### src/rtl/cdc_event_sync.sv
// Purpose : multi-channel async-level synchroniser with glitch filter, edge detect,
//           per-channel edge qualification, pending/ack handshake, saturating counters.
// Latency : step sampled at edge k -> pulse in the cycle after edge k+SYNC_STAGES+FILT_LEN.
// Backpr. : none; events are never stalled.
//           An event arriving while pending is still set raises a sticky overflow flag.
// Ports   : out_clk/rst (async, active-low) | async_in, edge_mode, evt_ack, cnt_clr in |
//           level_out, rise/fall/evt_pulse, evt_pending, overflow, evt_cnt out.
module cdc_event_sync #(
   parameter int CH          = 4,
   parameter int SYNC_STAGES = 2,   // must be >= 2
   parameter int FILT_LEN    = 0,
   parameter int CNT_W       = 8
) (
   input  logic                out_clk,
   input  logic                rst,
   input  logic [CH-1:0]       async_in,
   input  logic [2*CH-1:0]     edge_mode,
   input  logic [CH-1:0]       evt_ack,
   input  logic                cnt_clr,
   output logic [CH-1:0]       level_out,
   output logic [CH-1:0]       rise_pulse,
   output logic [CH-1:0]       fall_pulse,
   output logic [CH-1:0]       evt_pulse,
   output logic [CH-1:0]       evt_pending,
   output logic [CH-1:0]       overflow,
   output logic [CH*CNT_W-1:0] evt_cnt
);

   localparam int FW = (FILT_LEN > 0) ? $clog2(FILT_LEN + 1) : 1;
   localparam logic [CNT_W-1:0] CNT_MAX = '1;

   for (genvar i = 0; i < CH; i++) begin : g_ch
      logic [SYNC_STAGES-1:0] sync_q;
      logic                   sync_out;
      logic                   level_q;
      logic                   prev_q;
      logic                   pend_q;
      logic                   ovf_q;
      logic [CNT_W-1:0]       cnt_q;
      logic                   rise;
      logic                   fall;
      logic                   evt;

      // Plain shift chain: nothing may sit between synchroniser stages.
      always_ff @(posedge out_clk or negedge rst) begin
         if (!rst) sync_q <= '0;
         else      sync_q <= {sync_q[SYNC_STAGES-2:0], async_in[i]};
      end
      assign sync_out = sync_q[SYNC_STAGES-1];

      if (FILT_LEN == 0) begin : g_nofilt
         always_ff @(posedge out_clk or negedge rst) begin
            if (!rst) level_q <= 1'b0;
            else      level_q <= sync_out;
         end
      end else begin : g_filt
         logic [FW-1:0] filt_cnt;
         // The new level must differ on FILT_LEN+1 consecutive edges: the counter
         // counts mismatching edges and the level flips on the one after it hits FILT_LEN.
         always_ff @(posedge out_clk or negedge rst) begin
            if (!rst) begin
               level_q  <= 1'b0;
               filt_cnt <= '0;
            end else if (sync_out == level_q) begin
               filt_cnt <= '0;
            end else if (filt_cnt == FW'(FILT_LEN)) begin
               level_q  <= sync_out;
               filt_cnt <= '0;
            end else begin
               filt_cnt <= filt_cnt + FW'(1);
            end
         end
      end

      // Edges come from registers only, so edge_mode changes cannot fabricate events.
      assign rise = level_q & ~prev_q;
      assign fall = ~level_q & prev_q;
      assign evt  = (rise & edge_mode[2*i]) | (fall & edge_mode[2*i+1]);

      always_ff @(posedge out_clk or negedge rst) begin
         if (!rst) begin
            prev_q <= 1'b0;
            pend_q <= 1'b0;
            ovf_q  <= 1'b0;
            cnt_q  <= '0;
         end else begin
            prev_q <= level_q;

            // A new event wins over an ack arriving in the same cycle.
            if (evt)             pend_q <= 1'b1;
            else if (evt_ack[i]) pend_q <= 1'b0;

            // Setting takes priority over clearing so a lost event is never hidden.
            if (evt && pend_q && !evt_ack[i]) ovf_q <= 1'b1;
            else if (cnt_clr)                 ovf_q <= 1'b0;

            if (cnt_clr)                   cnt_q <= evt ? CNT_W'(1) : '0;
            else if (evt && cnt_q != CNT_MAX) cnt_q <= cnt_q + CNT_W'(1);
         end
      end

      assign level_out[i]              = level_q;
      assign rise_pulse[i]             = rise;
      assign fall_pulse[i]             = fall;
      assign evt_pulse[i]              = evt;
      assign evt_pending[i]            = pend_q;
      assign overflow[i]               = ovf_q;
      assign evt_cnt[i*CNT_W +: CNT_W] = cnt_q;
   end

endmodule

### config.mk
export PLATFORM = sky130hd
export DESIGN_NAME = cdc_event_sync
export DESIGN_NICKNAME = d
export VERILOG_FILES = /design/src/rtl/cdc_event_sync.sv
export SDC_FILE = /design/constraint.sdc
export NUM_CORES = 1
export LEC_CHECK = 0
export BUFFER_PORTS_ARGS = -buffer_cell sky130_fd_sc_hd__buf_2
export CAP_MARGIN = 20
export CORE_MARGIN = 2
export CORE_UTILIZATION = 45
export DETAILED_ROUTE_END_ITERATION = 10
export PLACE_DENSITY = 0.66
export SLEW_MARGIN = 20
export SYNTH_ARGS = -nofsm -noshare
export SYNTH_HDL_FRONTEND = slang
export SYNTH_SLANG_ARGS = --single-unit
### constraint.sdc
create_clock -name out_clk -period 2.23 [get_ports out_clk]
set_clock_uncertainty 0.15 [all_clocks]
set_input_delay 0 -clock out_clk [delete_from_list [all_inputs] [get_ports out_clk]]
set_output_delay 0 -clock out_clk [all_outputs]
set_load 0.01 [all_outputs]
# Word-level counts from Yosys, hierarchy flattened
# Index checks and enable logic that the tools add are counted.
[word_totals]
register_bits = 56
inputBits = 19
[op_classes]
add_sub_neg = 4
eq_ne = 4
mux = 25
bitwise_logic = 28
reduce_logical = 28
[ops]
columns = ["op", "n"]
rows = [
  ["$mux W8", 8],
  ["$add A8 B1 Y8 const B", 4],
  ["$ne A8 B8 Y1 const B", 4],
  ["$reduce_bool A2 Y1", 12],
  ["$mux W1", 17],
  ["$and A1 B1 Y1", 16],
  ["$logic_and A1 B1 Y1", 12],
  ["$not A1 Y1", 8],
  ["$logic_not A1 Y1", 4],
  ["$or A1 B1 Y1", 4],
]

# Longest topological paths before layout
# Gate-level depths: netlist of the first run.
[depth]
word_depth = 7
depth_mapped = 6
mapped_depth_nobuf = 5

# Worst setup path before layout of the first run
# Ideal clock, no wire load.
[synth_timing]
kind = "register to register"
from = "register g_ch[3].cnt_q[0]"
to = "register g_ch[3].cnt_q[5]"
setup_ns = 0.119
t_arrival_ns = 1.482
setup_slack_ns = 0.479
stages_incl_launch_ff = 7
n_path_buf = 1
cell_sequence = "dfrtp_1 > ha_1 > nand3_1 > o2bb2ai_1 > buf_2 > o31a_1 > o21a_1"
[synth_via]
elab_chain_cells = 3
word_cells_on_any_way = 6
[synth_lines]
columns = ["item", "line_no", "text"]
rows = [
  ["from (decl)", "39", "logic [CNT_W-1:0] cnt_q;"],
  ["from (signal assigned)", "97", "if (cnt_clr) cnt_q <= evt ? CNT_W'(1) : '0;"],
  ["from (signal assigned)", "98", "else if (evt && cnt_q != CNT_MAX) cnt_q <= cnt_q + CNT_W'(1);"],
  ["$add A8 B1 Y8 / $ne A8 B8 Y1 (equally long branches)", "98", ""],
  ["$mux W8 / $logic_and A1 B1 Y1 (equally long branches)", "98", ""],
  ["$mux W8 / $reduce_bool A2 Y1 (equally long branches)", "-", ""],
]
# Several ways; a longest one is shown, not always the timed one. The select of a mux whose other input is x is not followed.
# A chain may end at the register's enable or synchronous reset.

# Worst setup path in the final report of the first run
[layout_timing]
from = "register g_ch[1].level_q"
to = "register g_ch[1].ovf_q"
[layout_via]
elab_chain_cells = 7
word_cells_on_any_way = 10
[layout_lines]
columns = ["item", "line_no", "text"]
rows = [
  ["from (decl)", "35", "logic level_q;"],
  ["from (signal assigned)", "54", "else level_q <= sync_out;"],
  ["$not A1 Y1", "77", "assign fall = ~level_q & prev_q;"],
  ["$and A1 B1 Y1", "77", ""],
  ["$and A1 B1 Y1", "78", "assign evt = (rise & edge_mode[2*i]) | (fall & edge_mode[2*i+1]);"],
  ["$or A1 B1 Y1 *", "78", ""],
  ["$logic_and A1 B1 Y1 * (2 in a row)", "94", "if (evt && pend_q && !evt_ack[i]) ovf_q <= 1'b1;"],
  ["$mux W1 / $reduce_bool A2 Y1 (equally long branches)", "-", ""],
  ["to (signal assigned)", "84", "ovf_q <= 1'b0;"],
  ["to (signal assigned)", "94", ""],
  ["to (signal assigned)", "95", "else if (cnt_clr) ovf_q <= 1'b0;"],
  ["to (decl)", "38", "logic ovf_q;"],
]
# Every way passes the cells marked *; elsewhere a longest branch is shown, timed or not.

==> flow_summary.ini, run 1 <==
[synthesis]
synthCells = 259
average_footprint_of_a_synthesized_cell_um2 = 10.6
synth-seq-area-share_pct = 51.2
syn_nets = 282
synthesis_stage_register_bit_count = 56
synthArstFlopShare_pct = 100
synth_top_cell_by_area = sky130_fd_sc_hd__dfrtp_1
synth-warning-count = 0
synth_enable_flop_cells = 0
synthFlopType = sky130_fd_sc_hd__dfrtp_1
synth_cell_types = 44
synth.cell_area_um2 = 2740
synth_largest_type_area_fraction_pct = 51.2
yosys-top-cells-count = sky130_fd_sc_hd__dfrtp_1 (56), sky130_fd_sc_hd__buf_4 (25), sky130_fd_sc_hd__a21oi_1 (20)
synthMostInstantiatedCell = sky130_fd_sc_hd__dfrtp_1
largest_cells_by_area_after_synthesis = sky130_fd_sc_hd__dfrtp_1 (51%), sky130_fd_sc_hd__buf_4 (6.9%), sky130_fd_sc_hd__a21oi_1 (3.7%)

[timing]
max_freq_mhz = 492
worst_slew_margin_rel_pct = 55.5
timing.final.crit_period_ns = 2.03
final_hold_viol_count = 0
setup_viol_count_final = 0
slew_viol_final = 0
setup_tns_ns = 0
grt_setup_unrepaired = no
worst_slew_pin_slew_ns = 0.668
final.period_utilization_pct = 91.1
worst_hold_margin_ns = 0.0124

[detailed_routing]
route.vias.total = 2199
drc = 0
route.detailed.vias_per_inst = 5.43
drtPass1Iterations = 4
detail_route.wirelength_um = 5650
drt_iter0_drc = 89
routedWlPerCell_um = 14.0
ant_nets = 0

[worst_setup_path]
cp_cell_sequence = nor2b_2 > a22oi_2 > dlygate4sd3_1 > o2bb2ai_1
worst-path-stages = 4
rr_endpoint = g_ch[1].ovf_q$_DFFE_PN0P_
startpoint_type = flop
ff2ff_setup_slack_ns = 0.20
critPathCaptureType = flop
critPathMaxFanout = 13
timing.critical_path.slowest_stage_cell = sky130_fd_sc_hd__dlygate4sd3_1
critPathArrivalTime_ns = 2.09
startpoint_to_endpoint_class_of_the_critical_path = reg2reg
critical_path_buf_inv_count = 1
crit_path_max_incr_delay_ns = 0.65
r2r.worst_path.cells = 4
r2r-start = g_ch[1].level_q$_DFF_PN0_
critical_path.top_delay_family = buffers and inverters
worst_ep_required_time_ns = 2.29

[floorplan]
top_level_ports = 75
floorplan.initialDensity_pct = 46.5
core-area_um2 = 5890
chipHeight_um = 82.0
floorplan.die_area_um2 = 6720
die_width_um = 82.0
row_count = 28

[grt]
globalRouteTotalUtil_pct = 17.9
grt_pass1_vias = 2005
grt_pass1_wl_um = 9250
gr-total-overflow = 0
number_of_antenna_violations_at_the_first_check_in_global_routing = 0
grt_start_max_net_pins = 30

[finish]
areaGrowthSynthToFinish_pct = 19.5
layout-drive-gt1-share_pct = 28.8
seq_area_um2 = 1400
count_of_placed_standard_cells_in_the_final_layout_fillers_left_out = 405
multi_input_area_um2 = 1060
num_antenna_cells = 0
num-nets-final = 352
n_fill_cell = 554

[placement]
portBuffers = 74
post-place-cells = 381
hpwlAfterDp_um = 3900
gpl.final_weighted_congestion = 0.788

[run_status]
outcome = complete, no violations

[hold_path]
min-delay-start = edge_mode[1]
holdPathEnd = g_ch[0].ovf_q$_DFFE_PN0P_
hold_path.class = in2reg
hold-path-cell-count = 4

[clocking]
clk_pin_slew_ns = 0.10
cts_root_buf = sky130_fd_sc_hd__clkbuf_8
clock_insertion_delay_worst_skew_ns = 0.31
htreeDepth = 2
cts_tree = yes
clk_path_buf_depth = 2
post_cts_resize_count = 0
cts_inserted_buffers = 5
cts_num_sinks = 56

[pwr]
static-leakage-power_nw = 1.58
peakVddDrop_v = 0.000259
post-layout-total-power_mw = 1.93
power_per_standard_cell_area_nw_per_um2 = 590

[run]
maxCapViolations = 0
what timing repair did:
item | 4_1_cts | 5_1_grt
endpoints found under the hold margin | 52 | 0
buffers inserted | 0 | 0
hold buffers | 16 | 0
power by group:
part / internal [mW] / total [mW] / switching, mW
Clock: 0.255 / 0.583 / 0.329
Combinational: 0.114 / 0.250 / 0.136
Sequential: 1.06 / 1.10 / 0.0364
layout make-up:
class	count	share of cell area [%]
multi-input combinational	160	32.5
timing repair buffer	95	17.8
inverter	11	1.26
sequential	56	42.9
clock buffer	8	2.76
tap	75	2.87
how the worst max path moves through the flow:
| stage | to | slack, ns | start |
|---|---|---|---|
| after floorplan | g_ch[3].cnt_q[5]$_DFFE_PN0P_ | 0.48 | g_ch[3].cnt_q[0]$_DFFE_PN0P_ |
| after global placement | g_ch[1].cnt_q[7]$_DFFE_PN0P_ | 0.41 | g_ch[1].level_q$_DFF_PN0_ |
| after detailed placement | g_ch[1].cnt_q[7]$_DFFE_PN0P_ | 0.31 | g_ch[1].level_q$_DFF_PN0_ |
| after CTS | g_ch[1].ovf_q$_DFFE_PN0P_ | 0.20 | g_ch[1].level_q$_DFF_PN0_ |
| after global routing | g_ch[1].ovf_q$_DFFE_PN0P_ | 0.06 | g_ch[1].level_q$_DFF_PN0_ |
| final | g_ch[1].ovf_q$_DFFE_PN0P_ | 0.20 | g_ch[1].level_q$_DFF_PN0_ |
metrics by stage:
stage,area [um^2],utilization [%],setup WS (ns)
after floorplan,2740,-,0.479
after CTS,3270,55.5,0.198
after global placement,3020,51.3,0.412
after detailed placement,3020,51.3,0.308
after global routing,3270,55.5,0.0580
final,3270,55.5,0.199
metal layers:
metal / track usage, % / vias to the layer above / share of wire (%)
li1: - / 1068 / -
met1: 23.6 / 1076 / 46
met2: 28.5 / 47 / 48
met3: 4.40 / 8 / 4.0
met4: 6.33 / 0 / 1.5
met5: 0 / - / 0
layout by cell type, fill, tap and decap left out, types with 4 or more instances in the layout:
master	instances
sky130_fd_sc_hd__nor2_1	8
sky130_fd_sc_hd__or4_1	6
sky130_fd_sc_hd__nand4_1	4
sky130_fd_sc_hd__or3_1	5
sky130_fd_sc_hd__nand3b_1	4
sky130_fd_sc_hd__o21ai_0	8
sky130_fd_sc_hd__dfrtp_1	56
sky130_fd_sc_hd__and3_1	4
sky130_fd_sc_hd__ha_1	4
sky130_fd_sc_hd__nand3_1	12
sky130_fd_sc_hd__clkbuf_8	6
sky130_fd_sc_hd__nand2_1	16
sky130_fd_sc_hd__inv_1	10
sky130_fd_sc_hd__buf_2	74
sky130_fd_sc_hd__o2bb2ai_1	5
sky130_fd_sc_hd__nand2b_1	4
sky130_fd_sc_hd__dlygate4sd3_1	16
sky130_fd_sc_hd__buf_4	4
sky130_fd_sc_hd__nor3_1	5
sky130_fd_sc_hd__nor2b_1	7
sky130_fd_sc_hd__o311ai_0	4
sky130_fd_sc_hd__a21oi_1	20
sky130_fd_sc_hd__o211ai_1	5
sky130_fd_sc_hd__o31ai_1	5
sky130_fd_sc_hd__o41ai_1	4
registers in the layout, indices dropped and copies added (netlist names):
register and cells:
g_ch.ovf_q 4, g_ch.cnt_q 32, g_ch.pend_q 4, g_ch.prev_q 4
g_ch.level_q 4, g_ch.sync_q 8
kinds of logic after synthesis:
logic type / Yosys count / share of synthesized area (%)
AOI/OAI and AO/OA: 63 / 16.3
adders and majority gates: 4 / 1.83
buffers and inverters: 43 / 9.93
DFF: 56 / 51.2
muxes: 3 / 1.14
and+or+nand+nor: 90 / 19.6
tightest hold or removal path, stage by stage:
cell                        delay (ns)
sky130_fd_sc_hd__buf_2            0.07
sky130_fd_sc_hd__a22oi_1          0.08
sky130_fd_sc_hd__buf_4            0.16
sky130_fd_sc_hd__o2bb2ai_1        0.13
Power figures use the tool's default switching activity.
==> run 2, diff against run 1 <==
--- a/config.mk
+++ b/config.mk
@@ -8,9 +8,9 @@
 export BUFFER_PORTS_ARGS = -buffer_cell sky130_fd_sc_hd__buf_2
 export CAP_MARGIN = 20
 export CORE_MARGIN = 2
-export CORE_UTILIZATION = 45
+export CORE_UTILIZATION = 52
 export DETAILED_ROUTE_END_ITERATION = 10
-export PLACE_DENSITY = 0.66
+export PLACE_DENSITY = 0.75
 export SLEW_MARGIN = 20
 export SYNTH_ARGS = -nofsm -noshare
 export SYNTH_HDL_FRONTEND = slang
==> flow_summary.ini, run 2 (same netlist as run 1, synthesis figures left out) <==
[grt]
gr-total-overflow = 0
grt_start_max_net_pins = 32
globalRouteTotalUtil_pct = 19.3
grt_pass1_vias = 1973
number_of_antenna_violations_at_the_first_check_in_global_routing = 0
grt_pass1_wl_um = 9170

[timing]
grt_setup_unrepaired = no
timing.final.crit_period_ns = 2.01
final.period_utilization_pct = 90.3
worst_slew_pin_slew_ns = 0.681
setup_viol_count_final = 0
worst_slew_margin_rel_pct = 54.6
final_hold_viol_count = 0
postLayoutSetupSlackWorst_ns = 0.216
max_freq_mhz = 497
setup_tns_ns = 0
slew_viol_final = 0

[hold_path]
hold-path-cell-count = 4
min-delay-start = edge_mode[0]
hold_path.class = in2reg
holdPathEnd = g_ch[0].pend_q$_DFFE_PN0P_

[pwr]
peakVddDrop_v = 0.000332
power.switching_fraction_pct = 25.0
power_per_standard_cell_area_nw_per_um2 = 585
static-leakage-power_nw = 1.56
share_comb_of_total_power_pct = 12.8
cellInternalPower_mw = 1.42
clock_share_of_power_pct = 29.2
power_frac_seq_pct = 58.0
p_sw_mw = 0.473

[clocking]
cts_root_buf = sky130_fd_sc_hd__clkbuf_8
cts_num_sinks = 56
cts_inserted_buffers = 5
clock_insertion_delay_worst_skew_ns = 0.30
post_cts_resize_count = 0
clk_path_buf_depth = 2
clk_pin_slew_ns = 0.09
htreeDepth = 2
cts_tree = yes

[detailed_routing]
drtPass1Iterations = 4
route.vias.total = 2194
drt_iter0_drc = 80
detail_route.wirelength_um = 5430
drc = 0
ant_nets = 0
route.detailed.vias_per_inst = 5.53
routedWlPerCell_um = 13.7

[finish]
layout-drive-gt1-share_pct = 28.7
register_ranked_first_by_flip_flop_count = g_ch.cnt_q
num-nets-final = 349
num_antenna_cells = 0
most_common_cell_after_layout_fill_and_taps_aside = sky130_fd_sc_hd__buf_2
largest_reg_flops = 32
layout_top_registers = g_ch.cnt_q: 32 flops, g_ch.sync_q: 8 flops
final_cell_mix = sky130_fd_sc_hd__buf_2 (74), sky130_fd_sc_hd__dfrtp_1 (56), sky130_fd_sc_hd__a21oi_1 (20)
areaGrowthSynthToFinish_pct = 18.3

[placement]
portBuffers = 74
gpl.final_weighted_congestion = 0.849
pre_cts_worst_setup_slack_ns = 0.358
hpwlAfterDp_um = 3640

[run]
maxCapViolations = 0

[worst_setup_path]
crit_path_max_incr_delay_ns = 0.63
cp_cell_sequence = nor2b_2 > a22oi_2 > dlygate4sd3_1 > o2bb2ai_1
worst_ep_required_time_ns = 2.27
critical_path_buf_inv_count = 1
timing.critical_path.slowest_stage_cell = sky130_fd_sc_hd__dlygate4sd3_1
critPathArrivalTime_ns = 2.06
rr_endpoint = g_ch[1].ovf_q$_DFFE_PN0P_
ff2ff_setup_slack_ns = 0.22
critical_path.top_delay_family = buffers and inverters
startpoint_to_endpoint_class_of_the_critical_path = reg2reg
r2r.worst_path.cells = 4
r2r-start = g_ch[1].level_q$_DFF_PN0_
critPathMaxFanout = 13
startpoint_type = flop
critPathCaptureType = flop

[floorplan]
chipHeight_um = 76.5
row_count = 26
top_level_ports = 75
floorplan.die_area_um2 = 5860
core-area_um2 = 5110
floorplan.initialDensity_pct = 53.6
die_width_um = 76.5

[run_status]
outcome = complete, no violations
## run 2: changes by cell type in the layout (fill, tap and decap cells not counted), sizes merged
cell / previous run / this run
buf: 79 / 78
dlygate4sd3: 16 / 14
## run 2: cell type report
type,instances,area (um^2)
multi-input cells,160,1060
fillers,441,1870
clock buffers,8,90.1
well taps,70,87.6
flip-flops and latches,56,1400
inverters,11,41.3
repair buffers,92,553
## run 2: tightest hold or removal path, delay by kind of cell
family                 cells  cell delay (ns)
AO/OA/AOI/OAI              1             0.10
AND/OR/NAND/NOR            1             0.06
buffers and inverters      2             0.27
## run 2: timing repair
action	4_1_cts	5_1_grt
hold buffers	14	0
endpoints found under the hold margin	41	0
setup buffers	0	0
## run 2: how the worst max path moves through the flow
stage	startpoint	to	slack (ns)	depth (start not counted)
finish	g_ch[1].level_q$_DFF_PN0_	g_ch[1].ovf_q$_DFFE_PN0P_	0.22	4
global placement	g_ch[1].level_q$_DFF_PN0_	g_ch[1].cnt_q[7]$_DFFE_PN0P_	0.41	5
detailed placement	g_ch[3].cnt_q[0]$_DFFE_PN0P_	g_ch[3].cnt_q[6]$_DFFE_PN0P_	0.36	6
CTS	g_ch[1].level_q$_DFF_PN0_	g_ch[1].ovf_q$_DFFE_PN0P_	0.20	4
global route	g_ch[1].level_q$_DFF_PN0_	g_ch[1].ovf_q$_DFFE_PN0P_	0.13	4
floorplan	g_ch[3].cnt_q[0]$_DFFE_PN0P_	g_ch[3].cnt_q[5]$_DFFE_PN0P_	0.48	6
## run 2: per-layer routing
| layer | GRT usage (%) | share of wire, % |
|---|---|---|
| met5 | 0 | 0 |
| met3 | 3.79 | 4.6 |
| met2 | 32.8 | 49 |
| met4 | 4.91 | 0.81 |
| met1 | 25.4 | 46 |
## run 2: through the flow
step	util, %	hold slack (ns)	area [um^2]	cells	power [mW]
after floorplan	-	-0.446	2740	259	1.27
after global placement	58.8	-0.0732	3010	375	1.33
after detailed placement	58.8	-0.0640	3010	375	1.34
after CTS	63.4	0.00198	3240	397	1.93
after global routing	63.4	0.0364	3240	397	2.00
final	63.4	0.0126	3240	397	1.89
## run 2: power groups by stage
stage	Combinational (mW)	Sequential [mW]	Clock, mW
floorplan	0.152	1.12	0
global placement	0.221	1.11	0
detailed placement	0.224	1.12	0
CTS	0.246	1.10	0.586
global route	0.271	1.11	0.625
finish	0.242	1.10	0.553
==> run 3, diff against run 2 <==
--- a/config.mk
+++ b/config.mk
@@ -7,10 +7,10 @@
 export LEC_CHECK = 0
 export BUFFER_PORTS_ARGS = -buffer_cell sky130_fd_sc_hd__buf_2
 export CAP_MARGIN = 20
-export CORE_MARGIN = 2
 export CORE_UTILIZATION = 52
 export DETAILED_ROUTE_END_ITERATION = 10
 export PLACE_DENSITY = 0.75
+export SETUP_SLACK_MARGIN = 0.5
 export SLEW_MARGIN = 20
 export SYNTH_ARGS = -nofsm -noshare
 export SYNTH_HDL_FRONTEND = slang
==> flow_summary.ini, run 3 (same netlist as run 1, synthesis figures left out) <==
[floorplan]
chipHeight_um = 74.5
floorplan.die_area_um2 = 5550
top_level_ports = 75
core-area_um2 = 5070
row_count = 26
floorplan.initialDensity_pct = 53.9
die_width_um = 74.5

[detailed_routing]
drc = 0
detail_route.wirelength_um = 6040
route.vias.total = 2337
drt_iter0_drc = 115
route.detailed.vias_per_inst = 5.52
drtPass1Iterations = 4
ant_nets = 0
routedWlPerCell_um = 14.3

[grt]
gr-total-overflow = 0
grt_pass1_wl_um = 9230
number_of_antenna_violations_at_the_first_check_in_global_routing = 0
grt_start_max_net_pins = 32
globalRouteTotalUtil_pct = 22.0
grt_pass1_vias = 2037

[run_status]
outcome = complete, no violations

[hold_path]
hold-path-cell-count = 4
hold_path.class = in2reg
holdPathEnd = g_ch[3].pend_q$_DFFE_PN0P_
min-delay-start = edge_mode[7]

[finish]
most_common_cell_after_layout_fill_and_taps_aside = sky130_fd_sc_hd__buf_2
final_cell_mix = sky130_fd_sc_hd__buf_2 (74), sky130_fd_sc_hd__dfrtp_1 (55), sky130_fd_sc_hd__buf_4 (24)
areaGrowthSynthToFinish_pct = 28.5
multi_input_area_um2 = 1130
n_fill_cell = 396
seq_area_um2 = 1400
num_antenna_cells = 0
num-nets-final = 375
largest_reg_flops = 32
count_of_placed_standard_cells_in_the_final_layout_fillers_left_out = 423
layout-drive-gt1-share_pct = 37.1
layout_top_registers = g_ch.cnt_q: 32 flops, g_ch.sync_q: 8 flops
register_ranked_first_by_flip_flop_count = g_ch.cnt_q

[timing]
postLayoutSetupSlackWorst_ns = 0.485
setup_viol_count_final = 0
final_hold_viol_count = 0
worst_slew_pin_slew_ns = 0.467
grt_setup_unrepaired = yes
max_freq_mhz = 573
worst_slew_margin_rel_pct = 68.9
slew_viol_final = 0
final.period_utilization_pct = 78.2
setup_tns_ns = 0
timing.final.crit_period_ns = 1.74

[pwr]
power_frac_seq_pct = 55.3
power.switching_fraction_pct = 25.5
static-leakage-power_nw = 1.68
post-layout-total-power_mw = 1.97
cellInternalPower_mw = 1.47
peakVddDrop_v = 0.000344
p_sw_mw = 0.502
share_comb_of_total_power_pct = 16.1
power_per_standard_cell_area_nw_per_um2 = 561
clock_share_of_power_pct = 28.6

[clocking]
clk_pin_slew_ns = 0.10
cts_root_buf = sky130_fd_sc_hd__clkbuf_8
cts_tree = yes
cts_inserted_buffers = 5
clock_insertion_delay_worst_skew_ns = 0.30
clk_path_buf_depth = 2
htreeDepth = 2
cts_num_sinks = 56

[worst_setup_path]
rr_endpoint = g_ch[1].cnt_q[3]$_DFFE_PN0P_
critPathMaxFanout = 7
ff2ff_setup_slack_ns = 0.49
r2r.worst_path.cells = 5
r2r-start = g_ch[1].level_q$_DFF_PN0_
critPathArrivalTime_ns = 1.83
startpoint_to_endpoint_class_of_the_critical_path = reg2reg
critPathCaptureType = flop
startpoint_type = flop
worst_ep_required_time_ns = 2.32

[placement]
post-place-cells = 376
pre_cts_worst_setup_slack_ns = 0.345
hpwlAfterDp_um = 3810
portBuffers = 74
gpl.final_weighted_congestion = 0.806

[run]
maxCapViolations = 0
run 3: cell count changes in the layout (fill, tap and decap cells not counted), sizes merged:
cell | previous run | this run
buf | 78 | 101
dlygate4sd3 | 14 | 16
clkdlybuf4s15 | 0 | 1
run 3: how the worst max path moves through the flow:
stage	start	to	slack (ns)	cells past startpoint
6_report	g_ch[1].level_q$_DFF_PN0_	g_ch[1].cnt_q[3]$_DFFE_PN0P_	0.49	5
5_1_grt	g_ch[1].level_q$_DFF_PN0_	g_ch[1].cnt_q[3]$_DFFE_PN0P_	0.43	5
4_1_cts	g_ch[1].level_q$_DFF_PN0_	g_ch[1].cnt_q[3]$_DFFE_PN0P_	0.49	5
3_5_place_dp	g_ch[1].level_q$_DFF_PN0_	g_ch[1].cnt_q[7]$_DFFE_PN0P_	0.34	5
3_3_place_gp	g_ch[1].level_q$_DFF_PN0_	g_ch[1].cnt_q[7]$_DFFE_PN0P_	0.42	5
2_1_floorplan	g_ch[2].cnt_q[0]$_DFFE_PN0P_	g_ch[2].cnt_q[7]$_DFFE_PN0P_	0.52	5
run 3: power groups by stage:
stage          Combinational [mW]  Sequential (mW)  Clock, mW
2_1_floorplan               0.152             1.12          0
3_3_place_gp                0.219             1.11          0
3_5_place_dp                0.223             1.12          0
4_1_cts                     0.287             1.09      0.585
5_1_grt                     0.351             1.10      0.630
6_report                    0.317             1.09      0.564
run 3: layer usage:
layer  vias up  global-route usage, %  part of all wire (%)
li1       1112                      -                     -
met1      1165                   27.4                    43
met3         2                   4.88                   3.3
met5         -                      0                     0
met2        58                   37.9                    53
met4         0                   7.13                  0.45
run 3: through the flow:
stage / hold slack [ns] / cell area [um^2] / util [%]
after floorplan: -0.446 / 2740 / -
after global placement: -0.294 / 3010 / 59.2
after detailed placement: -0.293 / 3010 / 59.2
after CTS: 0.0143 / 3380 / 66.5
after global routing: 0.0660 / 3510 / 69.3
final: 0.0541 / 3510 / 69.3
run 3: final cells by class:
class / count / share of cell area [%]
flip-flops and latches: 56 / 39.9
multi-input cells: 160 / 32.0
repair buffers: 118 / 21.8
clock buffers: 8 / 2.56
well taps: 70 / 2.49
inverters: 11 / 1.25
run 3: critical path: stages, from the launching register on:
cell and delay, ns:
sky130_fd_sc_hd__dfrtp_1 0.40, sky130_fd_sc_hd__and2b_1 0.22, sky130_fd_sc_hd__a22oi_2 0.09, sky130_fd_sc_hd__buf_4 0.17, sky130_fd_sc_hd__or4_1 0.52, sky130_fd_sc_hd__a21oi_2 0.13
run 3: what timing repair did:
action,CTS,global route
gates cloned,0,1
hold buffers,16,0
endpoints found under the hold margin,69,0
buffers inserted,10,12
pin swaps,4,6
resized for setup,7,9
endpoints found under the setup margin,14,18
